===== config.mk =====
export PLATFORM = sky130hd
export DESIGN_NAME = async_fifo_wr_arb_flat
export DESIGN_NICKNAME = d
export VERILOG_FILES = /design/src/rtl/async_fifo_wr_arb_if.sv /design/src/rtl/async_fifo_wr_arb.sv /design/src/flat_wrapper.sv
export SDC_FILE = /design/constraint.sdc
export NUM_CORES = 1
export LEC_CHECK = 0
export CAP_MARGIN = 20
export CORE_MARGIN = 3
export CORE_UTILIZATION = 35
export DETAILED_ROUTE_END_ITERATION = 16
export PLACE_DENSITY = 0.81
export SYNTH_ARGS = -nofsm -noshare
export SYNTH_HDL_FRONTEND = slang
export SYNTH_SLANG_ARGS = --single-unit
export TNS_END_PERCENT = 20

===== constraint.sdc =====
create_clock -name wrclk -period 2.4 [get_ports wrclk]
set_clock_uncertainty 0.05 [all_clocks]
set_input_delay 0.48 -clock wrclk [delete_from_list [all_inputs] [get_ports wrclk]]
set_output_delay 0.48 -clock wrclk [all_outputs]
set_load 0.01 [all_outputs]

===== src/rtl/async_fifo_wr_arb_if.sv =====
// rtl/async_fifo_wr_arb_if.sv - source request bus and FIFO write port of the write-side arbiter
interface async_fifo_wr_arb_if #(
  parameter int N  = 4,
  parameter int W  = 8,
  parameter int AW = 9
);
  logic [N-1:0]   req_valid;
  logic [N*W-1:0] req_data;
  logic [N-1:0]   req_last;
  logic [N-1:0]   req_ready;
  logic           fifo_wrreq;
  logic [W-1:0]   fifo_wrdin;
  logic           fifo_wrfull;
  logic [AW-1:0]  fifo_wrusedw;

  // The arbiter owns the FIFO write port, so it is the master side.
  modport master (
    input  req_valid, req_data, req_last, fifo_wrfull, fifo_wrusedw,
    output req_ready, fifo_wrreq, fifo_wrdin
  );

  modport slave (
    output req_valid, req_data, req_last, fifo_wrfull, fifo_wrusedw,
    input  req_ready, fifo_wrreq, fifo_wrdin
  );
endinterface


===== src/rtl/async_fifo_wr_arb.sv =====
// rtl/async_fifo_wr_arb.sv - packet-granular round-robin arbiter for one async FIFO write port
module async_fifo_wr_arb #(
  parameter int N        = 4,
  parameter int W        = 8,
  parameter int DEPTH    = 512,
  parameter int MIN_ROOM = 16,
  parameter int HDR_EN   = 1,
  localparam int AW      = $clog2(DEPTH),
  localparam int GW      = $clog2(N)
) (
  input  logic                rst_n,
  input  logic                wrclk,
  async_fifo_wr_arb_if.master bus,
  output logic [GW-1:0]       grant_id,
  output logic                busy
);

  typedef enum logic [1:0] {
    IDLE = 2'd0,
    HDR  = 2'd1,
    DATA = 2'd2
  } state_t;

  localparam logic [AW-1:0] ROOM_MAX = AW'(DEPTH - 1 - MIN_ROOM);

  state_t        r_state;
  logic [GW-1:0] r_grant;
  logic [GW-1:0] r_last_grant;
  logic          r_busy;

  logic          w_room_ok;
  logic          w_any;
  logic [GW-1:0] w_pick;

  // usedw wraps to 0 when the FIFO is full, so the full flag must gate it.
  assign w_room_ok = ~bus.fifo_wrfull & (bus.fifo_wrusedw <= ROOM_MAX);

  always_comb begin : rr_pick
    int idx;
    idx    = 0;
    w_any  = 1'b0;
    w_pick = r_last_grant;
    for (int k = 1; k <= N; k++) begin
      idx = (int'(r_last_grant) + k) % N;
      if (!w_any && bus.req_valid[GW'(idx)]) begin
        w_any  = 1'b1;
        w_pick = GW'(idx);
      end
    end
  end

  always_ff @(posedge wrclk or negedge rst_n) begin
    if (!rst_n) begin
      r_state      <= IDLE;
      r_grant      <= '0;
      r_last_grant <= GW'(N - 1);
      r_busy       <= 1'b0;
    end else begin
      case (r_state)
        IDLE: begin
          if (w_any && w_room_ok) begin
            r_grant      <= w_pick;
            r_last_grant <= w_pick;
            r_state      <= (HDR_EN != 0) ? HDR : DATA;
            r_busy       <= 1'b1;
          end
        end
        HDR: begin
          if (!bus.fifo_wrfull) r_state <= DATA;
        end
        DATA: begin
          // The grant is held across valid gaps until the last beat is written.
          if (bus.fifo_wrreq && bus.req_last[r_grant]) begin
            r_state <= IDLE;
            r_busy  <= 1'b0;
          end
        end
        default: begin
          r_state <= IDLE;
          r_busy  <= 1'b0;
        end
      endcase
    end
  end

  always_comb begin
    bus.req_ready  = '0;
    bus.fifo_wrreq = 1'b0;
    bus.fifo_wrdin = '0;
    case (r_state)
      HDR: begin
        bus.fifo_wrdin           = '1;
        bus.fifo_wrdin[GW-1:0]   = r_grant;
        bus.fifo_wrreq           = ~bus.fifo_wrfull;
      end
      DATA: begin
        bus.req_ready[r_grant] = ~bus.fifo_wrfull;
        bus.fifo_wrreq         = bus.req_valid[r_grant] & ~bus.fifo_wrfull;
        bus.fifo_wrdin         = bus.req_data[int'(r_grant)*W +: W];
      end
      default: begin
      end
    endcase
  end

  assign grant_id = r_grant;
  assign busy     = r_busy;

endmodule

===== src/flat_wrapper.sv =====
// flat-port wrapper written by rule: the top's interface ports become plain ports
module async_fifo_wr_arb_flat 
#(
  parameter int N        = 4,
  parameter int W        = 8,
  parameter int DEPTH    = 512,
  parameter int MIN_ROOM = 16,
  parameter int HDR_EN   = 1,
  localparam int AW      = $clog2(DEPTH),
  localparam int GW      = $clog2(N)
)
  (rst_n, wrclk, grant_id, busy, bus_req_valid, bus_req_data, bus_req_last, bus_fifo_wrfull, bus_fifo_wrusedw, bus_req_ready, bus_fifo_wrreq, bus_fifo_wrdin);
  async_fifo_wr_arb_if #(.N(N), .W(W)) bus_i ();
  input  logic rst_n;
  input  logic wrclk;
  output logic [GW-1:0] grant_id;
  output logic busy;
  input wire logic [$bits(bus_i.req_valid)-1:0] bus_req_valid;
  input wire logic [$bits(bus_i.req_data)-1:0] bus_req_data;
  input wire logic [$bits(bus_i.req_last)-1:0] bus_req_last;
  input wire logic [$bits(bus_i.fifo_wrfull)-1:0] bus_fifo_wrfull;
  input wire logic [$bits(bus_i.fifo_wrusedw)-1:0] bus_fifo_wrusedw;
  output wire logic [$bits(bus_i.req_ready)-1:0] bus_req_ready;
  output wire logic [$bits(bus_i.fifo_wrreq)-1:0] bus_fifo_wrreq;
  output wire logic [$bits(bus_i.fifo_wrdin)-1:0] bus_fifo_wrdin;
  assign bus_i.req_valid = bus_req_valid;
  assign bus_i.req_data = bus_req_data;
  assign bus_i.req_last = bus_req_last;
  assign bus_i.fifo_wrfull = bus_fifo_wrfull;
  assign bus_i.fifo_wrusedw = bus_fifo_wrusedw;
  assign bus_req_ready = bus_i.req_ready;
  assign bus_fifo_wrreq = bus_i.fifo_wrreq;
  assign bus_fifo_wrdin = bus_i.fifo_wrdin;
  async_fifo_wr_arb #(.N(N), .W(W), .DEPTH(DEPTH), .MIN_ROOM(MIN_ROOM), .HDR_EN(HDR_EN)) u_core (.rst_n(rst_n), .wrclk(wrclk), .bus(bus_i), .grant_id(grant_id), .busy(busy));
endmodule

After elaboration in Yosys (flattened, before gate mapping)
Cells that the tools add are included.
{"block": "op_classes", "add_sub_neg": 4, "order_cmp": 7, "n_eq_ne": 5, "shifts": 1, "n_mux": 36, "bitwise": 5, "reduce_logical": 13}
{"cell": "32-bit by 6-bit indexed part select with 8-bit output", "n": 1}
{"cell": "1-bit two-way mux", "n": 17}
{"cell": "2-bit by 4-bit < comparator with 1-bit output, second input constant", "n": 4}
{"cell": "8-bit one-hot mux with 2 select lines", "n": 1}
{"cell": "2-bit two-way mux", "n": 7}
{"cell": "1-bit binary-select mux with 2-bit select", "n": 6}
{"cell": "9-bit <= comparator, second input constant", "n": 1}
{"cell": "1-bit logical AND", "n": 6}
{"cell": "2-bit one-hot mux with 3 select lines", "n": 1}
{"cell": "3-bit AND reduction", "n": 2}
{"cell": "2-bit by 1-bit adder with 2-bit output, second input constant", "n": 2}
{"cell": "2-bit adder, second input constant", "n": 2}
{"cell": "4-bit bitwise AND", "n": 1}
{"cell": "4-bit two-way mux", "n": 1}
{"cell": "2-bit by 1-bit inequality test with 1-bit output, second input constant", "n": 2}
{"cell": "1-bit zero test", "n": 3}
{"cell": "2-bit by 3-bit < comparator with 1-bit output, second input constant", "n": 1}
{"cell": "1-bit one-hot mux with 3 select lines", "n": 1}
{"cell": "1-bit bitwise AND", "n": 2}
{"cell": "1-bit demux with 2-bit select", "n": 1}
{"cell": "2-bit by 1-bit equality test with 1-bit output, second input constant", "n": 1}
{"cell": "2-bit equality test, second input constant", "n": 1}
{"cell": "2-bit by 1-bit >= comparator with 1-bit output, second input constant", "n": 1}
{"cell": "2-bit zero test", "n": 1}
{"cell": "4 further kinds", "n": 5}
{"block": "totals", "regBits": 7, "in_bits": 52, "output_inout_bits": 16, "wordCells": 75}

Longest topological paths before layout
Gate-level depths: netlist of the first run.
{"block": "depth", "word_depth": 17, "ltp_mapped": 8}

Worst setup path before layout of the first run
No wires, ideal clock.
{"block": "synth_path", "path_kind": "reg-to-output", "start": "reg u_core.r_grant[1] (netlist: u_core.grant_id[1])", "end": "out bus_fifo_wrdin[1]", "arrival_ns": 1.399, "required_ns": 1.870, "setup_slack_ns": 0.471, "path_stages_with_launch": 6, "path_buffers": 2, "cell_sequence": "dfrtp_1 -> buf_2 -> buf_1 -> mux4_1 -> a22oi_1 -> nor2b_1"}
{"block": "synth_via", "elab_chain_len": 2}
{"item": "from (decl)", "line_no": "async_fifo_wr_arb.sv:27", "rtl": "logic [GW-1:0] r_grant;"}
{"item": "from (signal assigned)", "line_no": "async_fifo_wr_arb.sv:62", "rtl": "r_grant <= w_pick;"}
{"item": "32-bit by 6-bit indexed part select with 8-bit output", "line_no": "async_fifo_wr_arb.sv:99", "rtl": "bus.fifo_wrdin = bus.req_data[int'(r_grant)*W +: W];"}
{"item": "8-bit one-hot mux with 2 select lines *", "line_no": "async_fifo_wr_arb.sv:90", "rtl": "case (r_state)"}
{"item": "to (decl)", "line_no": "flat_wrapper.sv:25", "rtl": "output wire logic [$bits(bus_i.fifo_wrdin)-1:0] bus_fifo_wrdin;"}
Every way passes the cells marked *; elsewhere a longest branch is shown, timed or not.

Worst setup path after layout of the first run
{"block": "layout_path", "start": "in bus_req_data[9]", "end": "out bus_fifo_wrdin[1]"}
{"block": "layout_via", "elab_chain_len": 2}
{"item": "from (decl)", "line_no": "flat_wrapper.sv:19", "rtl": "input wire logic [$bits(bus_i.req_data)-1:0] bus_req_data;"}
{"item": "32-bit by 6-bit indexed part select with 8-bit output", "line_no": "async_fifo_wr_arb.sv:99"}
{"item": "8-bit one-hot mux with 2 select lines", "line_no": "async_fifo_wr_arb.sv:90"}
Every way passes these cells.

==> results of run 1 <==
==> sequential cells by signal, summed over array words and instances, names as in the netlist <==
signal,flops
u_core.r_last_grant,2
u_core.busy,1
u_core.grant_id,2
u_core.r_state,2
==> per-stage QoR <==
step	TNS, ns	hold slack (ns)	power [mW]
after global placement	-1.72	0.463	1.42
after detailed placement	-1.94	0.472	1.46
final	-0.00663	0.439	1.57
after global routing	-0.103	0.459	1.69
after floorplan	0	0.134	0.992
after CTS	-0.0313	0.442	1.54
==> timing repair <==
| item | in CTS | in global routing |
|---|---|---|
| hold buffers | 0 | 0 |
| hold endpoints to repair | 0 | 0 |
| pin swaps | 3 | 1 |
| setup buffers | 0 | 0 |
| resized for setup | 17 | 17 |
| gates cloned | 0 | 0 |
| endpoints found under the setup margin | 11 | 11 |
==> power by group through the flow <==
stage | Clock (mW) | Combinational (mW) | Sequential [mW]
CTS | 0.111 | 1.18 | 0.244
detailed placement | 0 | 1.22 | 0.244
floorplan | 0 | 0.751 | 0.241
global route | 0.118 | 1.32 | 0.254
global placement | 0 | 1.18 | 0.241
finish | 0.108 | 1.21 | 0.246
==> placed cells by master, fill, tap and decap left out, types with 5 or more instances in the layout <==
master,synthesis,routed
clkdlybuf4s50_1,0,50
a21oi_1,14,11
nor2b_1,9,9
buf_4,1,9
inv_1,7,7
o21ai_0,5,5
dfrtp_1,5,5
==> worst paths after layout <==
path                                                      end  slack, ns                          start  depth (start not counted)
max in group asynchronous  u_core.r_last_grant[0]$_DFFE_PN1P_       1.57                          rst_n                          1
max reg2reg                     u_core.r_state[1]$_DFFE_PN0P_       0.33  u_core.r_state[0]$_DFFE_PN0P_                          7
min in group wrclk                    u_core.busy$_DFFE_PN0P_       0.48        u_core.busy$_DFFE_PN0P_                          2
min                            u_core.grant_id[0]$_DFFE_PN0P_       0.44                          rst_n                          1
max                                         bus_fifo_wrdin[1]     -0.007                bus_req_data[9]                          5
min reg2reg                           u_core.busy$_DFFE_PN0P_       0.48        u_core.busy$_DFFE_PN0P_                          2
==> routing by layer <==
layer  vias to the layer above  part of all wire  wire [um]
li1                        518                 -          -
met1                       519              0.37       1130
met2                        60              0.51       1540
met3                         8             0.096        293
met4                         0             0.023         70
met5                         -                 0          0
==> cells by family after synthesis <==
group	synth area share
AO/OA/AOI/OAI	0.211
adder cells (fa/ha/maj)	0.0524
buffers and inverters	0.0838
flip-flops	0.186
multiplexers	0.287
AND/OR/NAND/NOR	0.181
==> cell type report <==
type	instances	area (um^2)	share of cell area
Clock buffer	4	26.3	0.0156
Inverter	7	26.3	0.0156
Multi-Input combinational cell	76	703	0.418
Sequential cell	7	178	0.106
Tap cell	30	37.5	0.0223
Timing Repair Buffer	74	709	0.422
==> results.sh, run 1 <==
export IMPL_final_nets=225
export IMPL_use_met3=0.0535
export IMPL_wl_per_cell_um=15.4
export IMPL_htreeDepth=1
export IMPL_crit_fanout=1
export IMPL_slowest_delay_ns=0.50
export IMPL_gr_usage_met1=0.188
export IMPL_drc=0
export IMPL_vias=1105
export IMPL_finalSetupViolCount=1
export IMPL_combPwrFrac=0.774
export IMPL_num_rows=18
export IMPL_timing_final_ws_setup_ns=-0.00663
export IMPL_drtIter0Drc=39
export IMPL_cts_tree="yes"
export IMPL_core_um2=2540
export IMPL_path_cells="clkdlybuf4s50_1 -> mux4_1 -> a22oi_1 -> nor2b_1 -> dlygate4sd2_1"
export IMPL_worst_pin_slew_ns=0.425
export IMPL_gr_usage_all_layers=0.189
export IMPL_syn_nets=154
export IMPL_cp_top_family="buffers and inverters"
export IMPL_grt_max_degree=16
export IMPL_dieArea_um2=3390
export IMPL_avgSynthCellArea_um2=9.75
export IMPL_numClockSinks=7
export IMPL_power_leakage_nw=0.723
export IMPL_antenna_found_initial=0
export IMPL_finalCritPeriodShare=1.00
export IMPL_ys_seq_area_frac=0.186
export IMPL_hp_class="primary input to async pin"
export IMPL_use_met2=0.348
export IMPL_cp_required_ns=1.87
export IMPL_cpMaxStageDelayCell="mux4_1"
export IMPL_ios=68
export IMPL_grt_setup_unrepaired="yes"
export IMPL_synth_edf_count=0
export IMPL_ys_warn_count=0
export IMPL_drt_wl_total_um=3040
export IMPL_clk_path_buf_depth=2
export IMPL_grt_busiest_layer="met2"
export IMPL_die_height_um=58.3
export IMPL_synth_distinct_cells=39
export IMPL_numCtsBuffers=3
export IMPL_synth_top_area_cell="mux4_1"
export IMPL_maxSlewHeadroom=0.714
export IMPL_gp_congestion=0.777
export IMPL_synthFlopType="dfrtp_1"
export IMPL_synth_most_common_cell="a21oi_1"
export IMPL_dp_hpwl_um=2530
export IMPL_drive_gt1_frac=0.202
export IMPL_synth_top_cells_by_count="a21oi_1, nor2b_1, mux4_1"
export IMPL_worstSkewPairLatency_ns=0.25
export IMPL_critPathKind="primary input to primary output"
export IMPL_clk_transition_reported_paths_ns=0.06
export IMPL_synthTopCellsByArea="mux4_1, dfrtp_1, a21oi_1"
export IMPL_clkPwrFrac=0.069
export IMPL_ir_worst_vdd_mv=0.551
export IMPL_cp_data_arrival_time_ns=1.88
export IMPL_fillers=210
export IMPL_vias_per_cell=5.58
export IMPL_area_delta_synth_final_pct=75.8
export IMPL_p_seq_frac=0.157
export IMPL_synth_top_area_share=0.220
export IMPL_slew_viol_final=0
export IMPL_p_sw_uw=664
export IMPL_grt_pass1_wl_um=4910
export IMPL_place_ws_ns=-0.240
export IMPL_dr_pass1_iters=4
export IMPL_internal_power_uw=902
export IMPL_start_kind="primary input"
export IMPL_final_hold_viol_count=0
export IMPL_crit_path_end_kind="primary output"
export IMPL_port_buffers=63
export IMPL_gr_total_overflow=0
export IMPL_syn_area_um2=956
export IMPL_ys_ff_latch=7
export IMPL_post_route_util=0.660
export IMPL_place_inst=194
export IMPL_async_flop_share=1.00
export IMPL_root_buffer="clkbuf_4"
export IMPL_grt_pass1_vias=1164
export IMPL_maxCapViolCount=0
export IMPL_diodes=0
export IMPL_start_util=0.376
export IMPL_fp_dieW_um=58.3
export IMPL_crit_buf_inv=2
export IMPL_power_density_nw_per_um2=932
export IMPL_fmax_mhz=416
export IMPL_stdcell_count=198
export IMPL_place_area_um2=1670
export IMPL_ant_nets=0
export IMPL_period_minus_slack_ns=2.41
export IMPL_swShare=0.424
export IMPL_postSynthCellCount=98
export IMPL_final_area_um2=1680
export IMPL_status="finished, violations left"
export IMPL_violations="negative setup slack"
(Power assumes the default switching activity.)
==> run 2: changes to the inputs <==
- TNS_END_PERCENT: 20 -> default
==> run 2 against run 1 <==
Effect of this change:
- the flow now finishes without violations
- non-clock buffer count unchanged
- clock power about the same
- utilization rose by 0.15 points
- worst setup slack gained 0.075 ns
- global-route usage increased by 0.27 points
- first-iteration DRC count is the same
- combinational power is essentially flat
- sequential share of layout area hardly changed
- register-to-register slack about the same
- sequential power hardly changed
- highest routed layer unchanged
==> results.sh, run 2 (same netlist as run 1, synthesis figures left out) <==
export IMPL_status="finished clean"
export IMPL_stdcell_count=198
export IMPL_clk_path_buf_depth=2
export IMPL_ant_nets=0
export IMPL_ir_worst_vdd_mv=0.552
export IMPL_power_leakage_nw=0.714
export IMPL_grt_pass1_wl_um=4990
export IMPL_gp_congestion=0.777
export IMPL_grt_setup_unrepaired="no"
export IMPL_dr_pass1_iters=4
export IMPL_final_hold_viol_count=0
export IMPL_core_um2=2540
export IMPL_worst_pin_slew_ns=0.447
export IMPL_clkPwrFrac=0.068
export IMPL_post_cts_buffers=0
export IMPL_grt_pass1_vias=1168
export IMPL_p_sw_uw=671
export IMPL_die_height_um=58.3
export IMPL_area_delta_synth_final_pct=76.2
export IMPL_crit_fanout=1
export IMPL_maxCapViolCount=0
export IMPL_grt_busiest_layer="met2"
export IMPL_drive_gt1_frac=0.214
export IMPL_swShare=0.424
export IMPL_worstSkewPairLatency_ns=0.25
export IMPL_numCtsBuffers=3
export IMPL_start_kind="primary input"
export IMPL_use_met2=0.352
export IMPL_fp_dieW_um=58.3
export IMPL_timing_rr_start="u_core.r_state[0]$_DFFE_PN0P_"
export IMPL_critPathKind="primary input to primary output"
export IMPL_cts_hold_fix_buffers=0
export IMPL_htreeDepth=1
export IMPL_use_met3=0.0535
export IMPL_whs_ns=0.439
export IMPL_dieArea_um2=3390
export IMPL_internal_power_uw=910
export IMPL_fmax_mhz=429
export IMPL_grt_max_degree=16
export IMPL_maxSlewHeadroom=0.702
export IMPL_drc=0
export IMPL_dp_hpwl_um=2530
export IMPL_vias_per_cell=5.58
export IMPL_gr_usage_met1=0.192
export IMPL_final_area_um2=1680
export IMPL_layout_common_cells="clkdlybuf4s50_1, a21oi_1, nor2b_1, buf_4, inv_1"
export IMPL_p_seq_frac=0.156
export IMPL_antenna_found_initial=0
export IMPL_cp_data_arrival_time_ns=1.80
export IMPL_mostFrequentLayoutCell="clkdlybuf4s50_1"
export IMPL_ios=68
export IMPL_drt_wl_total_um=3050
export IMPL_numClockSinks=7
export IMPL_period_minus_slack_ns=2.33
export IMPL_crit_path_start="bus_req_data[23]"
export IMPL_gr_total_overflow=0
export IMPL_place_area_um2=1670
export IMPL_final_nets=225
export IMPL_port_buffers=63
export IMPL_hp_class="primary input to async pin"
export IMPL_crit_path_end_kind="primary output"
export IMPL_vias=1104
export IMPL_num_rows=18
export IMPL_drtIter0Drc=39
export IMPL_clk_transition_reported_paths_ns=0.06
export IMPL_start_util=0.376
export IMPL_wl_per_cell_um=15.4
export IMPL_finalSetupViolCount=0
export IMPL_finalCritPeriodShare=0.971
export IMPL_root_buffer="clkbuf_4"
export IMPL_place_inst=194
export IMPL_cp_required_ns=1.87
export IMPL_slew_viol_final=0
export IMPL_combPwrFrac=0.776
export IMPL_diodes=0
export IMPL_cts_tree="yes"
export IMPL_power_density_nw_per_um2=939
export IMPL_gr_usage_all_layers=0.192
run 2: layout make-up:
type	count	area, um^2
Multi-Input combinational cell	76	704
Clock buffer	4	26.3
Fill cell	211	861
Tap cell	30	37.5
Timing Repair Buffer	74	712
Sequential cell	7	178
Inverter	7	26.3
run 2: per-stage QoR:
stage | util | TNS (ns) | setup WS, ns | power, mW
after floorplan | - | 0 | 0.471 | 0.992
after global placement | 0.654 | -1.72 | -0.204 | 1.42
after detailed placement | 0.654 | -1.94 | -0.240 | 1.46
after CTS | 0.658 | -0.00429 | -0.00429 | 1.55
after global routing | 0.662 | 0 | 0.00824 | 1.71
final | 0.662 | 0 | 0.0687 | 1.58
run 2: worst max-delay path: stages:
cell	delay [ns]
clkdlybuf4s50_1	0.42
mux4_2	0.47
a21oi_2	0.13
nor2b_1	0.06
clkdlybuf4s15_1	0.23
run 2: final timing paths:
kind / cells after the start / slack (ns) / endpoint
worst max-delay path: 5 / 0.07 / bus_fifo_wrdin[7]
worst max register to register: 7 / 0.32 / u_core.r_state[1]$_DFFE_PN0P_
min in group wrclk: 2 / 0.48 / u_core.busy$_DFFE_PN0P_
worst min-delay path: 1 / 0.44 / u_core.grant_id[0]$_DFFE_PN0P_
max in group asynchronous: 1 / 1.57 / u_core.r_last_grant[0]$_DFFE_PN1P_
worst min register to register: 2 / 0.48 / u_core.busy$_DFFE_PN0P_
run 2: power by group through the flow:
stage / Clock (mW) / Sequential, mW / Combinational (mW)
floorplan: 0 / 0.241 / 0.751
CTS: 0.111 / 0.244 / 1.20
finish: 0.108 / 0.246 / 1.23
detailed placement: 0 / 0.244 / 1.22
global route: 0.118 / 0.254 / 1.34
global placement: 0 / 0.241 / 1.18
run 2: timing repair:
item | in CTS | in global routing
resized for setup | 20 | 18
endpoints found under the hold margin | 0 | 0
endpoints found under the setup margin | 11 | 11
pin swaps | 4 | 1
run 2: layer usage:
metal / vias up / share of wire
met5: - / 0
met4: 0 / 0.023
met3: 8 / 0.093
met2: 60 / 0.51
met1: 519 / 0.37
li1: 517 / -
